**src/rtl/dii_packet_rx.sv**
```systemverilog
// dii_packet_rx
//   Slave-side end of a DII channel. Collects one first/last-framed packet of
//   16-bit flits into a word buffer and holds it as a flat word array with a
//   word count until the consumer takes it.
//
// Ports
//   clk, rst        rising-edge clock, asynchronous active-high reset
//   in_data         DII flit data
//   in_first        flit is first of packet
//   in_last         flit is last of packet
//   in_valid        flit valid
//   in_ready        flit accepted when in_valid & in_ready
//   out_words       packet words, word k at [16k+15:16k]; word 0 = dest
//   out_size        number of valid words in out_words (1..MAX_WORDS)
//   out_valid       complete packet held
//   out_ready       consumer takes packet when out_valid & out_ready
//   err_framing     1-cycle pulse: framing violation
//   err_overflow    1-cycle pulse: over-long packet dropped
module dii_packet_rx #(
   parameter int unsigned MAX_WORDS = 8
) (
   input  logic                               clk,
   input  logic                               rst,
   input  logic [15:0]                        in_data,
   input  logic                               in_first,
   input  logic                               in_last,
   input  logic                               in_valid,
   output logic                               in_ready,
   output logic [16*MAX_WORDS-1:0]            out_words,
   output logic [$clog2(MAX_WORDS+1)-1:0]     out_size,
   output logic                               out_valid,
   input  logic                               out_ready,
   output logic                               err_framing,
   output logic                               err_overflow
);

   localparam int unsigned SW = $clog2(MAX_WORDS + 1);

   typedef enum logic [1:0] {
      IDLE,
      RECV,
      DROP,
      DONE
   } state_t;

   state_t                        state_q, state_d;
   logic [MAX_WORDS-1:0][15:0]    words_q, words_d;
   logic [SW-1:0]                 size_q, size_d;
   logic [SW-1:0]                 idx_q, idx_d;
   logic                          rdy_en_q;
   logic                          err_framing_q, err_framing_d;
   logic                          err_overflow_q, err_overflow_d;
   logic                          accept;

   // rdy_en_q keeps in_ready low through reset and until the first clock edge
   // after reset is released.
   assign in_ready     = rdy_en_q & (state_q != DONE);
   assign accept       = in_valid & in_ready;
   assign out_valid    = (state_q == DONE);
   assign out_words    = words_q;
   assign out_size     = size_q;
   assign err_framing  = err_framing_q;
   assign err_overflow = err_overflow_q;

   always_ff @(posedge clk or posedge rst) begin
      if (rst) begin
         state_q        <= IDLE;
         words_q        <= '0;
         size_q         <= '0;
         idx_q          <= '0;
         rdy_en_q       <= 1'b0;
         err_framing_q  <= 1'b0;
         err_overflow_q <= 1'b0;
      end else begin
         state_q        <= state_d;
         words_q        <= words_d;
         size_q         <= size_d;
         idx_q          <= idx_d;
         rdy_en_q       <= 1'b1;
         err_framing_q  <= err_framing_d;
         err_overflow_q <= err_overflow_d;
      end
   end

   always_comb begin
      state_d        = state_q;
      words_d        = words_q;
      size_d         = size_q;
      idx_d          = idx_q;
      err_framing_d  = 1'b0;
      err_overflow_d = 1'b0;

      case (state_q)
         DONE: begin
            if (out_ready) state_d = IDLE;
         end
         default: begin
            if (accept) begin
               if (in_first) begin
                  // A first flit always starts a fresh packet. Only an
                  // interrupted RECV is a framing error; DROP already
                  // reported its overflow.
                  err_framing_d = (state_q == RECV);
                  words_d       = '0;
                  words_d[0]    = in_data;
                  idx_d         = SW'(1);
                  if (in_last) begin
                     size_d  = SW'(1);
                     state_d = DONE;
                  end else begin
                     state_d = RECV;
                  end
               end else begin
                  case (state_q)
                     IDLE: err_framing_d = 1'b1;
                     RECV: begin
                        if (idx_q < SW'(MAX_WORDS)) begin
                           for (int unsigned k = 0; k < MAX_WORDS; k++) begin
                              if (SW'(k) == idx_q) words_d[k] = in_data;
                           end
                           idx_d = idx_q + SW'(1);
                           if (in_last) begin
                              size_d  = idx_q + SW'(1);
                              state_d = DONE;
                           end
                        end else begin
                           // Overflow on the last flit has nothing left to drop.
                           err_overflow_d = 1'b1;
                           state_d        = in_last ? IDLE : DROP;
                        end
                     end
                     DROP: begin
                        if (in_last) state_d = IDLE;
                     end
                     default: ;
                  endcase
               end
            end
         end
      endcase
   end

endmodule

```
**config.mk**
```make
export PLATFORM = sky130hd
export DESIGN_NAME = dii_packet_rx
export DESIGN_NICKNAME = d
export VERILOG_FILES = /design/src/rtl/dii_packet_rx.sv
export SDC_FILE = /design/constraint.sdc
export NUM_CORES = 1
export LEC_CHECK = 0
export CAP_MARGIN = 20
export CORE_MARGIN = 10
export CORE_UTILIZATION = 51
export CTS_CLUSTER_SIZE = 20
export DETAILED_ROUTE_END_ITERATION = 16
export GPL_ROUTABILITY_DRIVEN = 0
export PLACE_DENSITY = 0.84
export SLEW_MARGIN = 25
export SYNTH_ARGS = -nofsm -noshare
export SYNTH_HDL_FRONTEND = slang
export SYNTH_SLANG_ARGS = --single-unit
```
**constraint.sdc**
```tcl
create_clock -name clk -period 7.26 [get_ports clk]
set_clock_uncertainty 0.05 [all_clocks]
set_input_delay 1.452 -clock clk [delete_from_list [all_inputs] [get_ports clk]]
set_output_delay 1.452 -clock clk [all_outputs]
set_load 0.02 [all_outputs]
```
==> results of run 1 <==
worst reg2reg max path, delay by kind of cell, from the launching register on:
kind / cells / cell delay, ns
AOI/OAI and AO/OA: 1 / 0.27
adders and majority gates: 1 / 0.29
DFF: 1 / 0.42
muxes: 1 / 0.43
and+or+nand+nor: 2 / 1.26
kinds of logic after synthesis:
group | after synthesis | synth area share [%]
AOI/OAI and AO/OA | 30 | 3.25
xor gates and xnor gates | 1 | 0.146
adders and majority gates | 9 | 1.88
buffers and inverters | 22 | 3.30
DFF | 141 | 58.8
muxes | 129 | 26.7
other | 1 | 0.0625
and+or+nand+nor | 49 | 5.86
power groups by stage:
| stage | clock, W | combinational (W) | sequential, W |
|---|---|---|---|
| finish | 0.000898 | 0.00192 | 0.00138 |
| global route | 0.000953 | 0.00201 | 0.00143 |
| CTS | 0.000913 | 0.00194 | 0.00138 |
| detailed placement | 0 | 0.00193 | 0.00138 |
| global placement | 0 | 0.00189 | 0.00136 |
| floorplan | 0 | 0.000597 | 0.00178 |
cells in the mapped netlist (2+ instances only):
| master | number |
|---|---|
| o21ai_0 | 8 |
| clkbuf_1 | 2 |
| dfrtp_1 | 141 |
| a21oi_1 | 10 |
| buf_6 | 6 |
| a211oi_1 | 2 |
| o211ai_1 | 4 |
| nand2_1 | 7 |
| ha_1 | 9 |
| nor2_1 | 7 |
| and2b_1 | 13 |
| nor2_8 | 4 |
| mux2_4 | 40 |
| buf_12 | 4 |
| nor2_2 | 4 |
| nor2b_1 | 6 |
| mux2_2 | 88 |
| inv_1 | 8 |
final cells by class:
type | count | area [µm²] | area share, %
sequential | 141 | 3530 | 42.9
timing repair buffer | 159 | 1590 | 19.3
inverter | 8 | 35.0 | 0.426
multi-input combinational | 219 | 2280 | 27.7
clock inverter | 11 | 139 | 1.69
clock buffer | 21 | 480 | 5.84
tap | 143 | 179 | 2.17
stage by stage:
| stage | hold WS, ns | setup WS, ns | area, µm² |
|---|---|---|---|
| 5_1_grt | 0.461 | 3.48 | 8230 |
| 3_5_place_dp | 0.422 | 3.19 | 7610 |
| 2_1_floorplan | 0.460 | 1.98 | 6000 |
| 6_report | 0.433 | 3.63 | 8230 |
| 3_3_place_gp | 0.418 | 3.16 | 7600 |
| 4_1_cts | 0.440 | 3.62 | 8230 |
registers in the layout, indices dropped and copies added, names as in the netlist:
signal	cells
err_framing	1
err_overflow	1
idx_q	4
out_size	4
out_words	128
rdy_en_q	1
state_q	2
routing by layer:
layer	track usage (%)	vias up	wire length (µm)	share of wire, %
li1	-	1683	-	-
met2	31.9	122	7970	51
met5	0	-	0	0
met1	22.7	1917	6210	40
met4	8.87	0	439	2.8
met3	5.50	37	907	5.8
cells in the final DEF (no fill, tap or decap), drive strengths merged, types with 4 or more instances in the layout:
| cell | Yosys | routed |
|---|---|---|
| ha | 9 | 9 |
| nor2 | 15 | 15 |
| dfrtp | 141 | 141 |
| mux2 | 128 | 128 |
| o21ai | 9 | 9 |
| inv | 8 | 8 |
| a21oi | 11 | 11 |
| clkdlybuf4s50 | 0 | 157 |
| o211ai | 4 | 4 |
| clkbuf | 2 | 21 |
| nor2b | 6 | 6 |
| clkinv | 0 | 6 |
| and2b | 14 | 14 |
| nand2 | 7 | 7 |
worst paths after layout:
check                      slack (ns)            end  cells past startpoint        start
max                              3.63  out_words[89]                      5     in_first
min                              0.43    out_size[2]                      2  out_size[2]
max reg2reg                      4.42  out_words[89]                      5   state_q[0]
min reg2reg                      0.43    out_size[2]                      2  out_size[2]
max in group asynchronous        4.42  out_words[88]                      3          rst
min in group asynchronous        1.45       idx_q[2]                      2          rst
==> results.py, run 1 <==
metrics = {
    "floorplanning": {
        "dieArea_um2": 16500,
        "fp-row-count": 39,
        "die_height_um": 128,
        "io_pins": 158,
        "die_x_um": 128,
        "core_um2": 11500,
        "initial_core_util_pct": 52.3,
    },
    "place": {
        "dp.cells": 670,
        "hpwl_um": 10700,
        "port_buffers": 157,
    },
    "detailed_routing": {
        "route.vias.total": 3759,
        "drt_iter0_drc": 275,
        "drc": 0,
        "wl_um": 15500,
        "wl_per_cell_um": 22.1,
        "ant_nets": 0,
        "firstDrtPassIters": 6,
        "via_per_inst": 5.35,
    },
    "synth": {
        "yosys_warnings": 0,
        "synth_cells": 382,
        "yosysTopAreaCellShare_pct": 58.8,
        "yosysUniqueCellTypes": 37,
        "synth-seq-cells": 141,
        "synth_edf_count": 0,
        "synth_fp_nets": 413,
        "syn_area_um2": 6000,
        "synth_area_per_cell_um2": 15.7,
        "ys_async_sr_fraction_pct": 100,
        "synth_seq_area_share_pct": 58.8,
        "synth_top_cell_by_area": "dfrtp_1",
        "synthTopCellsByArea": "dfrtp_1, mux2_2, mux2_4, ha_1, and2b_1",
        "synth_top_flop_cell": "dfrtp_1",
    },
    "setup_path": {
        "crit_path_start_kind": "input port",
        "cp_max_fo": 40,
        "critPathArrivalTime_ns": 3.88,
        "crit_type": "in -> reg",
        "end_kind": "flop",
        "crit_path_max_incr_delay_ns": 0.85,
        "crit_family": "simple AND/OR/NAND/NOR gates",
        "critPathSlowestCell": "nor2_2",
        "path_buf_inv": 2,
        "path_cells": "clkdlybuf4s50_1, buf_4, o21ai_4, nor2_2, mux2_2",
        "worstPathRequired_ns": 7.52,
    },
    "flow_run": {
        "max_cap_viol_count": 0,
    },
    "status": {
        "outcome": "complete, no violations",
    },
    "pwr": {
        "peakVddDrop_uv": 334,
        "p_sw_share_pct": 35.1,
        "p_clk_share_pct": 21.4,
        "seqPwrFrac_pct": 32.9,
        "p_leak_nw": 3.72,
        "switching_power_w": 0.00147,
        "powerDensity_nw_per_um2": 510,
        "combPwrFrac_pct": 45.7,
        "p_int_w": 0.00272,
        "power.total_w": 0.00419,
    },
    "global_routing": {
        "grt_antenna_before_repair": 0,
        "grt_pass1_wl_um": 24400,
        "grt_max_degree": 77,
        "grt_usage_pct": 19.2,
        "overflow": 0,
        "grt_pass1_vias": 4108,
    },
    "sta": {
        "post-route-period-util_pct": 49.9,
        "fmax_mhz": 276,
        "relSlewSlack_pct": 34.0,
        "hold_viol": 0,
        "setup_violations": 0,
        "rsz0062_at_grt": "false",
        "drv_slew": 0,
        "layout_min_cycle_time_ns": 3.63,
        "tns_ns": 0,
        "worstMarginPinSlew_ns": 0.989,
    },
    "clock_network": {
        "root_buffer": "clkbuf_16",
        "ctsResizeCount": 0,
        "htreeDepth": 4,
        "clock_latency_ns": 0.42,
        "cts_hold_buffers": 0,
        "clock_path_buffers": 2,
        "cts_setup_buffers": 0,
        "cts-buffers-inserted": 17,
        "clkTransAtPathRegs_ns": 0.06,
        "clock_sinks": 141,
        "cts_tree": "built",
    },
    "final_layout": {
        "syn_to_final_growth_pct": 37.1,
        "n_fill_cell": 776,
        "final_core_util_pct": 71.7,
        "drive_gt1_share_pct": 31.1,
        "stdcell_count": 702,
        "diodes": 0,
        "nNetsFinal": 577,
    },
    "hold_path": {
        "hp-class": "reg -> reg",
    },
}
(Power assumes the default switching activity.)
==> run 2: changes to the inputs <==
--- a/config.mk
+++ b/config.mk
@@ -7,11 +7,11 @@
 export LEC_CHECK = 0
 export CAP_MARGIN = 20
 export CORE_MARGIN = 10
-export CORE_UTILIZATION = 51
+export CORE_UTILIZATION = 49
 export CTS_CLUSTER_SIZE = 20
 export DETAILED_ROUTE_END_ITERATION = 16
 export GPL_ROUTABILITY_DRIVEN = 0
-export PLACE_DENSITY = 0.84
+export PLACE_DENSITY = 0.81
 export SLEW_MARGIN = 25
 export SYNTH_ARGS = -nofsm -noshare
 export SYNTH_HDL_FRONTEND = slang
==> constraint.sdc (replaced) <==
create_clock -name clk -period 3.7 [get_ports clk]
set_clock_uncertainty 0.05 [all_clocks]
set_input_delay 0.74 -clock clk [delete_from_list [all_inputs] [get_ports clk]]
set_output_delay 0.74 -clock clk [all_outputs]
set_load 0.02 [all_outputs]
==> run 2 against run 1 <==
Compared with the run above:
- via count is 0.61% higher
- sequential power is 97% higher
- largest cell class unchanged
- largest power group unchanged
- register-to-register slack worse by 3.3 ns
- critical path depth decreased by 2
==> results.py, run 2 (synthesized netlist as in run 1, its figures left out) <==
metrics = {
    "status": {
        "outcome": "complete, no violations",
    },
    "sta": {
        "rsz0062_at_grt": "false",
        "setup_violations": 0,
        "relSlewSlack_pct": 47.7,
        "worstMarginPinSlew_ns": 0.781,
        "layout_min_cycle_time_ns": 2.75,
        "hold_viol": 0,
        "tns_ns": 0,
        "post-route-period-util_pct": 74.4,
        "fmax_mhz": 363,
        "drv_slew": 0,
    },
    "floorplanning": {
        "initial_core_util_pct": 49.9,
        "die_x_um": 131,
        "core_um2": 12000,
        "fp-row-count": 40,
        "io_pins": 158,
        "die_height_um": 131,
        "dieArea_um2": 17100,
    },
    "detailed_routing": {
        "firstDrtPassIters": 4,
        "wl_um": 15900,
        "ant_nets": 0,
        "drt_iter0_drc": 105,
        "via_per_inst": 5.29,
        "drc": 0,
        "wl_per_cell_um": 22.3,
        "route.vias.total": 3782,
    },
    "clock_network": {
        "cts-buffers-inserted": 17,
        "root_buffer": "clkbuf_16",
        "cts_setup_buffers": 0,
        "clock_path_buffers": 2,
        "clkTransAtPathRegs_ns": 0.06,
        "htreeDepth": 4,
        "ctsResizeCount": 0,
        "cts_hold_buffers": 0,
        "clock_latency_ns": 0.42,
        "cts_tree": "built",
        "clock_sinks": 141,
    },
    "setup_path": {
        "worstPathRequired_ns": 2.91,
        "crit_path_start_kind": "flop",
        "crit_type": "reg -> out",
        "end_kind": "output port",
        "critPathArrivalTime_ns": 1.96,
        "cp_max_fo": 6,
    },
    "final_layout": {
        "drive_gt1_share_pct": 32.2,
        "multiInputGateArea_um2": 2270,
        "syn_to_final_growth_pct": 38.9,
        "layout_common_cells": "clkdlybuf4s50_1, dfrtp_1, mux2_2, mux2_4, clkbuf_16",
        "final_common_cell": "clkdlybuf4s50_1",
        "n_fill_cell": 826,
        "nNetsFinal": 586,
        "regArea_um2": 3530,
        "diodes": 0,
        "largest_register_ffs": 128,
        "stdcell_count": 715,
    },
    "pwr": {
        "p_leak_nw": 3.76,
        "p_int_w": 0.00532,
        "seqPwrFrac_pct": 32.8,
        "p_clk_share_pct": 21.5,
        "switching_power_w": 0.00297,
        "powerDensity_nw_per_um2": 994,
        "p_sw_share_pct": 35.8,
        "combPwrFrac_pct": 45.7,
        "power.total_w": 0.00829,
        "peakVddDrop_uv": 619,
    },
    "hold_path": {
        "hp-class": "reg -> reg",
    },
    "place": {
        "dp.cells": 682,
        "port_buffers": 157,
        "hpwl_um": 11500,
    },
    "global_routing": {
        "grt_antenna_before_repair": 0,
        "overflow": 0,
        "grt_pass1_vias": 4239,
        "grt_usage_pct": 19.2,
        "grt_max_degree": 61,
        "grt_pass1_wl_um": 24500,
    },
    "flow_run": {
        "max_cap_viol_count": 0,
    },
}
run 2: cell type report:
cell class	instances	share of cell area, %
clock buffer	18	5.27
clock inverter	14	2.21
inverter	8	0.405
multi-input combinational	219	27.3
sequential	141	42.3
tap	147	2.21
timing repair buffer	168	20.3
run 2: through the flow:
| step | hold WS, ns | utilization (%) | setup WS, ns | area [µm²] |
|---|---|---|---|---|
| after floorplan | 0.460 | - | 1.15 | 6000 |
| after global placement | 0.419 | 64.0 | 0.679 | 7690 |
| after detailed placement | 0.433 | 64.0 | 0.630 | 7690 |
| after CTS | 0.452 | 69.2 | 0.919 | 8310 |
| after global routing | 0.472 | 69.4 | 0.891 | 8330 |
| final | 0.440 | 69.4 | 0.949 | 8330 |
run 2: worst max-delay path, stage by stage (launching register included):
cell and delay (ns):
dfrtp_1 0.43, ha_1 0.29, and2b_2 0.23, clkdlybuf4s50_1 0.60
run 2: per-layer routing:
| metal | track usage [%] | vias up | routed length (µm) |
|---|---|---|---|
| met3 | 7.05 | 26 | 1020 |
| met4 | 7.85 | 0 | 350 |
| met5 | 0 | - | 0 |
| met2 | 32.4 | 114 | 8280 |
| li1 | - | 1682 | - |
| met1 | 21.6 | 1960 | 6280 |
run 2: final timing paths:
check                            endpoint   startpoint  slack [ns]  depth (start not counted)
max                              in_ready   state_q[0]        0.95                          3
min                           out_size[1]  out_size[1]        0.44                          2
max reg2reg                out_words[100]   state_q[0]        1.10                          6
min reg2reg                   out_size[1]  out_size[1]        0.44                          2
max in group asynchronous   out_words[56]          rst        2.43                          3
min in group asynchronous        idx_q[3]          rst        0.58                          2
run 2: power by group through the flow:
stage          logic, W  registers (W)  clock network, W
3_3_place_gp    0.00372        0.00269                 0
5_1_grt         0.00397        0.00282           0.00188
3_5_place_dp    0.00381        0.00273                 0
6_report        0.00379        0.00272           0.00178
2_1_floorplan   0.00117        0.00350                 0
4_1_cts         0.00384        0.00273           0.00182
==> run 3: changes to the inputs <==
==> constraint.sdc (replaced) <==
create_clock -name clk -period 2.8 [get_ports clk]
set_clock_uncertainty 0.05 [all_clocks]
set_input_delay 0.56 -clock clk [delete_from_list [all_inputs] [get_ports clk]]
set_output_delay 0.56 -clock clk [all_outputs]
set_load 0.02 [all_outputs]
==> run 3 against run 2 <==
Compared with the run above:
- sequential power grew 32%
- largest cell class unchanged
- critical path depth stayed put
- total power increased by 30%
==> results.py, run 3 (synthesized netlist as in run 1, its figures left out) <==
metrics = {
    "status": {
        "outcome": "complete, no violations",
    },
    "pwr": {
        "powerDensity_nw_per_um2": 1300,
        "p_leak_nw": 3.75,
        "peakVddDrop_uv": 731,
    },
    "clock_network": {
        "clock_sinks": 141,
        "htreeDepth": 4,
        "clock_latency_ns": 0.41,
        "ctsResizeCount": 0,
        "root_buffer": "clkbuf_16",
        "cts_hold_buffers": 0,
        "clock_path_buffers": 2,
        "cts_tree": "built",
        "clkTransAtPathRegs_ns": 0.06,
        "cts_setup_buffers": 0,
        "cts-buffers-inserted": 17,
    },
    "flow_run": {
        "max_cap_viol_count": 0,
    },
    "setup_path": {
        "crit_type": "reg -> out",
        "cp_max_fo": 6,
        "regToRegStartpoint": "state_q[0]",
        "end_kind": "output port",
        "r2r-end": "out_words[61]",
        "reg2reg_depth": 6,
        "path_cells": "ha_1, and2b_2, clkdlybuf4s50_1",
        "rrSetupSlack_ns": 0.45,
        "crit_family": "buffers and inverters",
        "path_buf_inv": 1,
        "critPathSlowestCell": "clkdlybuf4s50_1",
        "crit_path_start_kind": "flop",
        "crit_path_max_incr_delay_ns": 0.59,
        "cp_num_cells": 3,
        "critPathArrivalTime_ns": 1.95,
        "worstPathRequired_ns": 2.19,
    },
    "global_routing": {
        "grt_pass1_vias": 4309,
        "grt_antenna_before_repair": 0,
        "grt_pass1_wl_um": 25100,
        "overflow": 0,
        "grt_usage_pct": 19.4,
        "grt_max_degree": 53,
    },
    "final_layout": {
        "nNetsFinal": 587,
        "regArea_um2": 3530,
        "diodes": 0,
        "final_core_util_pct": 69.0,
        "drive_gt1_share_pct": 31.5,
        "syn_to_final_growth_pct": 38.1,
        "stdcell_count": 715,
        "final_common_cell": "clkdlybuf4s50_1",
        "layout_common_cells": "clkdlybuf4s50_1, dfrtp_1, mux2_2, mux2_4, clkbuf_16",
        "multiInputGateArea_um2": 2270,
        "n_fill_cell": 856,
        "largest_register_ffs": 128,
    },
    "sta": {
        "relSlewSlack_pct": 47.4,
        "worstMarginPinSlew_ns": 0.786,
        "rsz0062_at_grt": "false",
        "tns_ns": 0,
        "drv_slew": 0,
        "hold_ws_ns": 0.410,
        "layout_min_cycle_time_ns": 2.56,
        "setup_violations": 0,
        "hold_viol": 0,
        "post-route-period-util_pct": 91.6,
        "fmax_mhz": 390,
    },
    "floorplanning": {
        "core_um2": 12000,
        "dieArea_um2": 17100,
        "die_height_um": 131,
        "io_pins": 158,
        "fp-row-count": 40,
        "initial_core_util_pct": 49.9,
        "die_x_um": 131,
    },
    "detailed_routing": {
        "drt_iter0_drc": 251,
        "route.vias.total": 3794,
        "ant_nets": 0,
        "wl_um": 15800,
        "firstDrtPassIters": 4,
        "wl_per_cell_um": 22.2,
        "drc": 0,
        "via_per_inst": 5.31,
    },
    "place": {
        "port_buffers": 157,
        "hpwl_um": 11400,
        "dp.cells": 684,
    },
    "hold_path": {
        "hp-class": "in -> async",
    },
}
-- run 3: cell types whose count changed in the layout (fill, tap and decap cells not counted) --
cell,previous run,this run
buf_4,8,9
bufinv_16,3,2
clkbuf_1,0,4
clkinv_2,0,1
clkinv_4,3,2
clkinvlp_4,5,4
inv_6,3,1
inv_8,1,0
-- run 3: cell type report --
| class | count | area share, % |
|---|---|---|
| clock buffer | 22 | 5.48 |
| sequential | 141 | 42.6 |
| inverter | 8 | 0.408 |
| timing repair buffer | 169 | 20.5 |
| clock inverter | 9 | 1.37 |
| multi-input combinational | 219 | 27.4 |
| tap | 147 | 2.22 |
-- run 3: stage by stage --
step | setup WS, ns | total power (W) | cell area (µm²)
after floorplan | 0.427 | 0.00617 | 6000
after global placement | 0.211 | 0.00847 | 7720
after detailed placement | 0.157 | 0.00863 | 7720
after CTS | 0.222 | 0.0108 | 8290
after global routing | 0.166 | 0.0113 | 8290
final | 0.236 | 0.0107 | 8290
-- run 3: power breakdown --
part | internal (W) | switching, W
registers | 0.00299 | 0.000603
logic | 0.00260 | 0.00239
clock network | 0.00133 | 0.000833
-- run 3: worst reg2reg max path: cells and delay by family (launching register included) --
family	cells	cell delay, ns
simple gates	2	0.60
fa+ha+maj	1	0.29
buf+inv	1	0.24
compound gates	1	0.26
flops	1	0.43
mux	1	0.37
-- run 3: per-layer routing --
metal / global-route usage, % / wire length [µm]
met5: 0 / 0
met4: 7.33 / 300
met3: 7.01 / 1180
met2: 32.3 / 8170
met1: 22.5 / 6190
-- run 3: worst max path at each step --
stage	start	endpoint	slack (ns)
floorplan	rst	err_framing	0.43
global placement	in_valid	out_words[57]	0.21
detailed placement	in_valid	out_words[61]	0.16
CTS	state_q[0]	in_ready	0.22
global route	state_q[0]	in_ready	0.17
finish	state_q[0]	in_ready	0.24
==> edit 1: new RTL, config.mk and constraints of run 3 <==
Re-encode `state_t` (4 states) as one-hot, 4 bits wide.
--- a/src/rtl/dii_packet_rx.sv
+++ b/src/rtl/dii_packet_rx.sv
@@ -37,9 +37,9 @@
    localparam int unsigned SW = $clog2(MAX_WORDS + 1);
 
-   typedef enum logic [1:0] {
-      IDLE,
-      RECV,
-      DROP,
-      DONE
+   typedef enum logic [3:0] {
+      IDLE = 4'b0001,
+      RECV = 4'b0010,
+      DROP = 4'b0100,
+      DONE = 4'b1000
    } state_t;
 
Function: no difference found for any inputs over 4 cycles, from zero or initial values and one cycle with rst high; so few cycles prove little.
==> edit 1 against run 3 <==
- count of clock-buffer cells in the layout down 2
- setup slack worse by 0.12 ns
- area after synthesis down 2.4%
- cell count up 2.4%
- register-to-register slack worse by 0.03 ns
- design area down 2.0%
- sequential cell count up 2
- die area down 2.0%
- routed wire length up 4.0%
- highest routed layer unchanged
Power is not compared: it rests on default switching activity, and its combinational part moved more than twofold at a synthesized area within 25%.
==> edit 1: results (changes against run 3) <==
| Metric | Value |
|---|---|
| Iteration-0 DRC count of the detailed router | `350 (+39%)` |
| Met1 GRT Util | `25.7% (+3.2 points)` |
| Global-route wire length before repair | `26.1 mm (+4.2%)` |
| Drt via density | `5.81 (+9.6%)` |
| Layout cells sized above 1 | `14.1% (-17 points)` |
| Worst-path maximum fanout | `9 (+3)` |
| Synth cell types | `46 (+24%)` |
| Multiplexer share of the synthesized area | `5.45% (-21 points)` |
| Min-delay src | `out_words[66]` |
| Pin count of the biggest net entering global routing | `86 (+62%)` |
| GR Layer Usage met3 | `7.30% (+0.29 points)` |
| # nets final | `602 (+2.6%)` |
| Crit path from | `state_q[1]` |
| Sequential fraction of the synthesis area | `61.1% (+2.3 points)` |
| Tot GR Track Use | `19.8% (+0.43 points)` |
| Area of the multi-input gates | `2060 sq um (-9.2%)` |
| Cell Area, Placed | `7500 sq um (-2.8%)` |
| Pint | `4.54 mW` |
| Pre-CTS setup slack | `0.267 ns (+0.110 ns)` |
| Status | `completed` |
| Final-layout fill cell count | `829 (-3.2%)` |
| Ranking of synthesized cells by area | `dfrtp_1 (61%), a22o_1 (9.6%), o2bb2ai_1 (7.2%)` |
| Post-Synth XOR/XNOR Area | `0.150% (+0.0036 points)` |
| Worst Hold Class | `reg -> reg` |
| Worst rel slew slack | `48.9% (+1.4 points)` |
| Cell family with most CP delay | `simple AND/OR/NAND/NOR gates` |
| Area share of fa/ha/maj cells after synthesis | `0.855% (-1.0 points)` |
| Max VDD drop | `0.389 mV` |
| Clock root buffer | `clkbuf_16` |
| Fraction of registers with async set/reset | `100% (unchanged)` |
| Detail Placement HPWL | `11.8 mm (+3.1%)` |
| Post-synth top cells | `dfrtp_1 (142), a22o_1 (64), o2bb2ai_1 (48)` |
| Port bufs | `157 (unchanged)` |
| Clk_lat worst skew | `0.41 ns (about the same)` |
| R2R Path Start | `state_q[0]` |
| CP Data Arrival Time | `2.08 ns (+0.13 ns)` |
| CP peak stage delay | `0.53 ns (-0.06 ns)` |
| Compound-gate portion of the synthesized area | `19.8% (+17 points)` |
-- edit 1: cell count changes after synthesis, moves of 13 or more --
cell / change
mux2_2: -73
mux2_4: -30
nand2b_1: +18
o2bb2ai_1: +47
nor2b_1: +13
a22o_1: +64
-- edit 1: through the flow --
stage,instances,hold slack [ns]
after floorplan,422,0.476
after global placement,699,0.422
after detailed placement,699,0.422
after CTS,731,0.441
after global routing,732,0.451
final,732,0.439
-- edit 1: power by group through the flow --
stage | clock network (mW) | logic (mW) | registers, mW
2_1_floorplan | 0 | 0.727 | 2.76
3_3_place_gp | 0 | 1.57 | 2.55
3_5_place_dp | 0 | 1.61 | 2.56
4_1_cts | 2.31 | 1.63 | 2.54
5_1_grt | 2.42 | 1.72 | 2.58
6_report | 2.29 | 1.62 | 2.54
-- edit 1: layer usage --
layer	up-vias	routed length [um]
met5	-	0
met3	16	1520
met2	156	7630
li1	1895	-
met1	2189	7120
met4	0	195
-- edit 1: repair_timing --
item                       in CTS  in global routing
setup buffers                   0                  1
setup endpoints to repair       0                  1
hold endpoints to repair        0                  0
hold buffers                    0                  0
-- edit 1: worst paths after layout --
check                           endpoint  slack [ns]  depth (start not counted)
max                             in_ready        0.11                          3
min                        out_words[66]        0.44                          1
max reg2reg                out_words[23]        0.42                          5
min reg2reg                out_words[66]        0.44                          1
max in group asynchronous   out_words[7]        1.76                          3
min in group asynchronous    err_framing        0.56                          3
-- edit 1: cells by family after synthesis --
| logic type | count (synthesis) |
|---|---|
| adder cells (fa/ha/maj) | 4 |
| multiplexers | 25 |
| AND/OR/NAND/NOR | 77 |
| other | 1 |
| XOR/XNOR | 1 |
| flip-flops | 143 |
| buffers and inverters | 37 |
| AO/OA/AOI/OAI | 134 |
-- edit 1: layout make-up --
class	count	share of cell area [%]
Tap cell	143	2.20
Sequential cell	143	44.1
Clock inverter	12	1.99
Multi-Input combinational cell	242	25.4
Timing Repair Buffer	167	20.5
Clock buffer	20	5.50
Inverter	5	0.277
==> edit 2: new RTL, settings of run 3 <==
Made on the original files. `MAX_WORDS`: 8 -> 16.
--- a/src/rtl/dii_packet_rx.sv
+++ b/src/rtl/dii_packet_rx.sv
@@ -18,5 +18,5 @@
 //   err_overflow    1-cycle pulse: over-long packet dropped
 module dii_packet_rx #(
-   parameter int unsigned MAX_WORDS = 8
+   parameter int unsigned MAX_WORDS = 16
 ) (
    input  logic                               clk,
Interface: changed (resized out_size and out_words); port bits go from 158 to 287. No check against the original RTL was run, so the function may have changed too.
==> edit 2 against run 3 <==
- design area grew 88%
- synthesized cell count grew 82%
- die area grew 73%
- sequential cell count grew 130
- area after synthesis grew 88%
- setup slack lost 0.10 ns
- sequential share of layout area grew 0.97 points
- total power grew 87%
- routed wire length grew 100%
- via count grew 83%
- register-to-register slack lost 0.14 ns
- highest routed layer unchanged
==> edit 2: results (changes against run 3) <==
| Metric | Value |
|---|---|
| Status | `completed` |
| CTS Buf Count | `28 (+11)` |
| Detail Placement HPWL | `22.7 mm (+98%)` |
| N_diodes | `0 (unchanged)` |
| Port bufs | `286 (+82%)` |
| Post-CTS sizing | `0 (unchanged)` |
| Cell Area, Placed | `14600 sq um (+89%)` |
| Worst rel slew slack | `50.0% (+2.6 points)` |
| H-tree depth | `1 (-3)` |
| WL/cell | `24.5 um (+11%)` |
| Vias | `6950 (+83%)` |
| Largest register FFs | `256 (+100%)` |
| Clock-pin slew on the worst setup and hold paths | `0.06 ns (about the same)` |
| Pin count of the biggest net entering global routing | `132 (+150%)` |
| # nets final | `1034 (+76%)` |
| Vias in the first global route | `7584 (+76%)` |
| Pre-CTS setup slack | `0.0811 ns (-0.0762 ns)` |
| Yosys Warn Count | `0 (unchanged)` |
| Setup Buffers After CTS | `0 (unchanged)` |
| Fraction of registers with async set/reset | `100% (unchanged)` |
| CP Data Arrival Time | `2.06 ns (+0.11 ns)` |
| Tot GR Track Use | `21.2% (+1.8 points)` |
| Synth cell types | `39 (+5.4%)` |
| Worst Hold Class | `reg -> reg` |
| Sequential fraction of the synthesis area | `60.1% (+1.3 points)` |
| Final-layout fill cell count | `1537 (+80%)` |
| Maximum buffer depth of the clock tree | `3 (+1)` |
| Worst-path maximum fanout | `7 (+1)` |
| Pre-antenna DRT Iters | `4 (unchanged)` |
| Clk_lat worst skew | `0.53 ns (+0.12 ns)` |
| Ranking of synthesized cells by area | `dfrtp_1 (60%), mux2_2 (16%), mux2_4 (13%)` |
| Main synth FF type | `dfrtp_1` |
| Post-synth top cells | `dfrtp_1 (271), mux2_2 (156), mux2_4 (100)` |
| Net count after synthesis | `727 (+76%)` |
| Iteration-0 DRC count of the detailed router | `388 (+55%)` |
| Layout cells sized above 1 | `34.7% (+3.2 points)` |
| Leakage power | `7.07 nW (+89%)` |
| Global-route wire length before repair | `48.0 mm (+91%)` |
| Max VDD drop | `0.783 mV (+7.2%)` |
| Initial antenna violation count | `0 (unchanged)` |
| Clock root buffer | `clkbuf_16` |
-- edit 2: changes by cell type after synthesis, moves of 3 or more --
cell,delta
and2b_1,-13
a31oi_1,+5
buf_12,-3
mux2_4,+60
nand2_1,+3
o31ai_1,+3
buf_6,+5
buf_1,+16
buf_2,+4
dfrtp_1,+130
mux2_2,+68
buf_4,+6
nor2b_1,+20
nor2_8,+6
-- edit 2: metrics by stage --
| stage | utilization, % | setup TNS [ns] | total power, mW | cells |
|---|---|---|---|---|
| floorplan | - | -377.08 | 11.5 | 695 |
| global placement | 64.5 | 0 | 16.1 | 1257 |
| detailed placement | 64.5 | 0 | 16.3 | 1257 |
| CTS | 68.8 | 0 | 20.3 | 1307 |
| global route | 68.8 | 0 | 21.0 | 1307 |
| finish | 68.8 | 0 | 20.1 | 1307 |
-- edit 2: logic make-up after synthesis --
kind of cell | share of synthesized area [%]
flops | 60.1
mux | 29.0
simple gates | 4.75
buf+inv | 2.79
compound gates | 2.03
fa+ha+maj | 1.11
xor+xnor | 0.155
other cells | 0.0332
-- edit 2: area by class of cell --
type	instances	share of cell area [%]
tap	285	2.29
sequential	271	43.5
multi-input combinational	375	26.9
clock inverter	9	0.643
clock buffer	41	5.53
timing repair buffer	319	20.9
inverter	7	0.193
-- edit 2: path summary, 6_finish.rpt --
path / from / to / slack (ns) / depth (start not counted)
max: state_q[0] / in_ready / 0.13 / 3
min: out_size[4] / out_size[4] / 0.43 / 2
max reg2reg: state_q[1] / out_words[184] / 0.31 / 8
min reg2reg: out_size[4] / out_size[4] / 0.43 / 2
max in group asynchronous: rst / out_words[65] / 1.53 / 3
min in group asynchronous: rst / out_words[167] / 0.51 / 3
-- edit 2: where the power goes --
part	internal (mW)	switching (mW)
combinational	4.91	4.43
clock	2.30	1.53
sequential	5.70	1.20
total	12.9	7.17
-- edit 2: metal layers --
layer	wire [um]	track usage, %	share of wire, %	vias to the layer above
met5	0	0	0	-
met4	620	4.99	1.9	0
met3	2800	6.81	8.7	39
met2	15600	35.7	49	231
met1	13000	26.0	41	3634
li1	-	-	-	3046
-- edit 2: critical path: stages, from the launching register on --
cell and delay [ns]:
dfrtp_1 0.42, ha_1 0.29, nor2b_1 0.17, clkdlybuf4s50_1 0.63
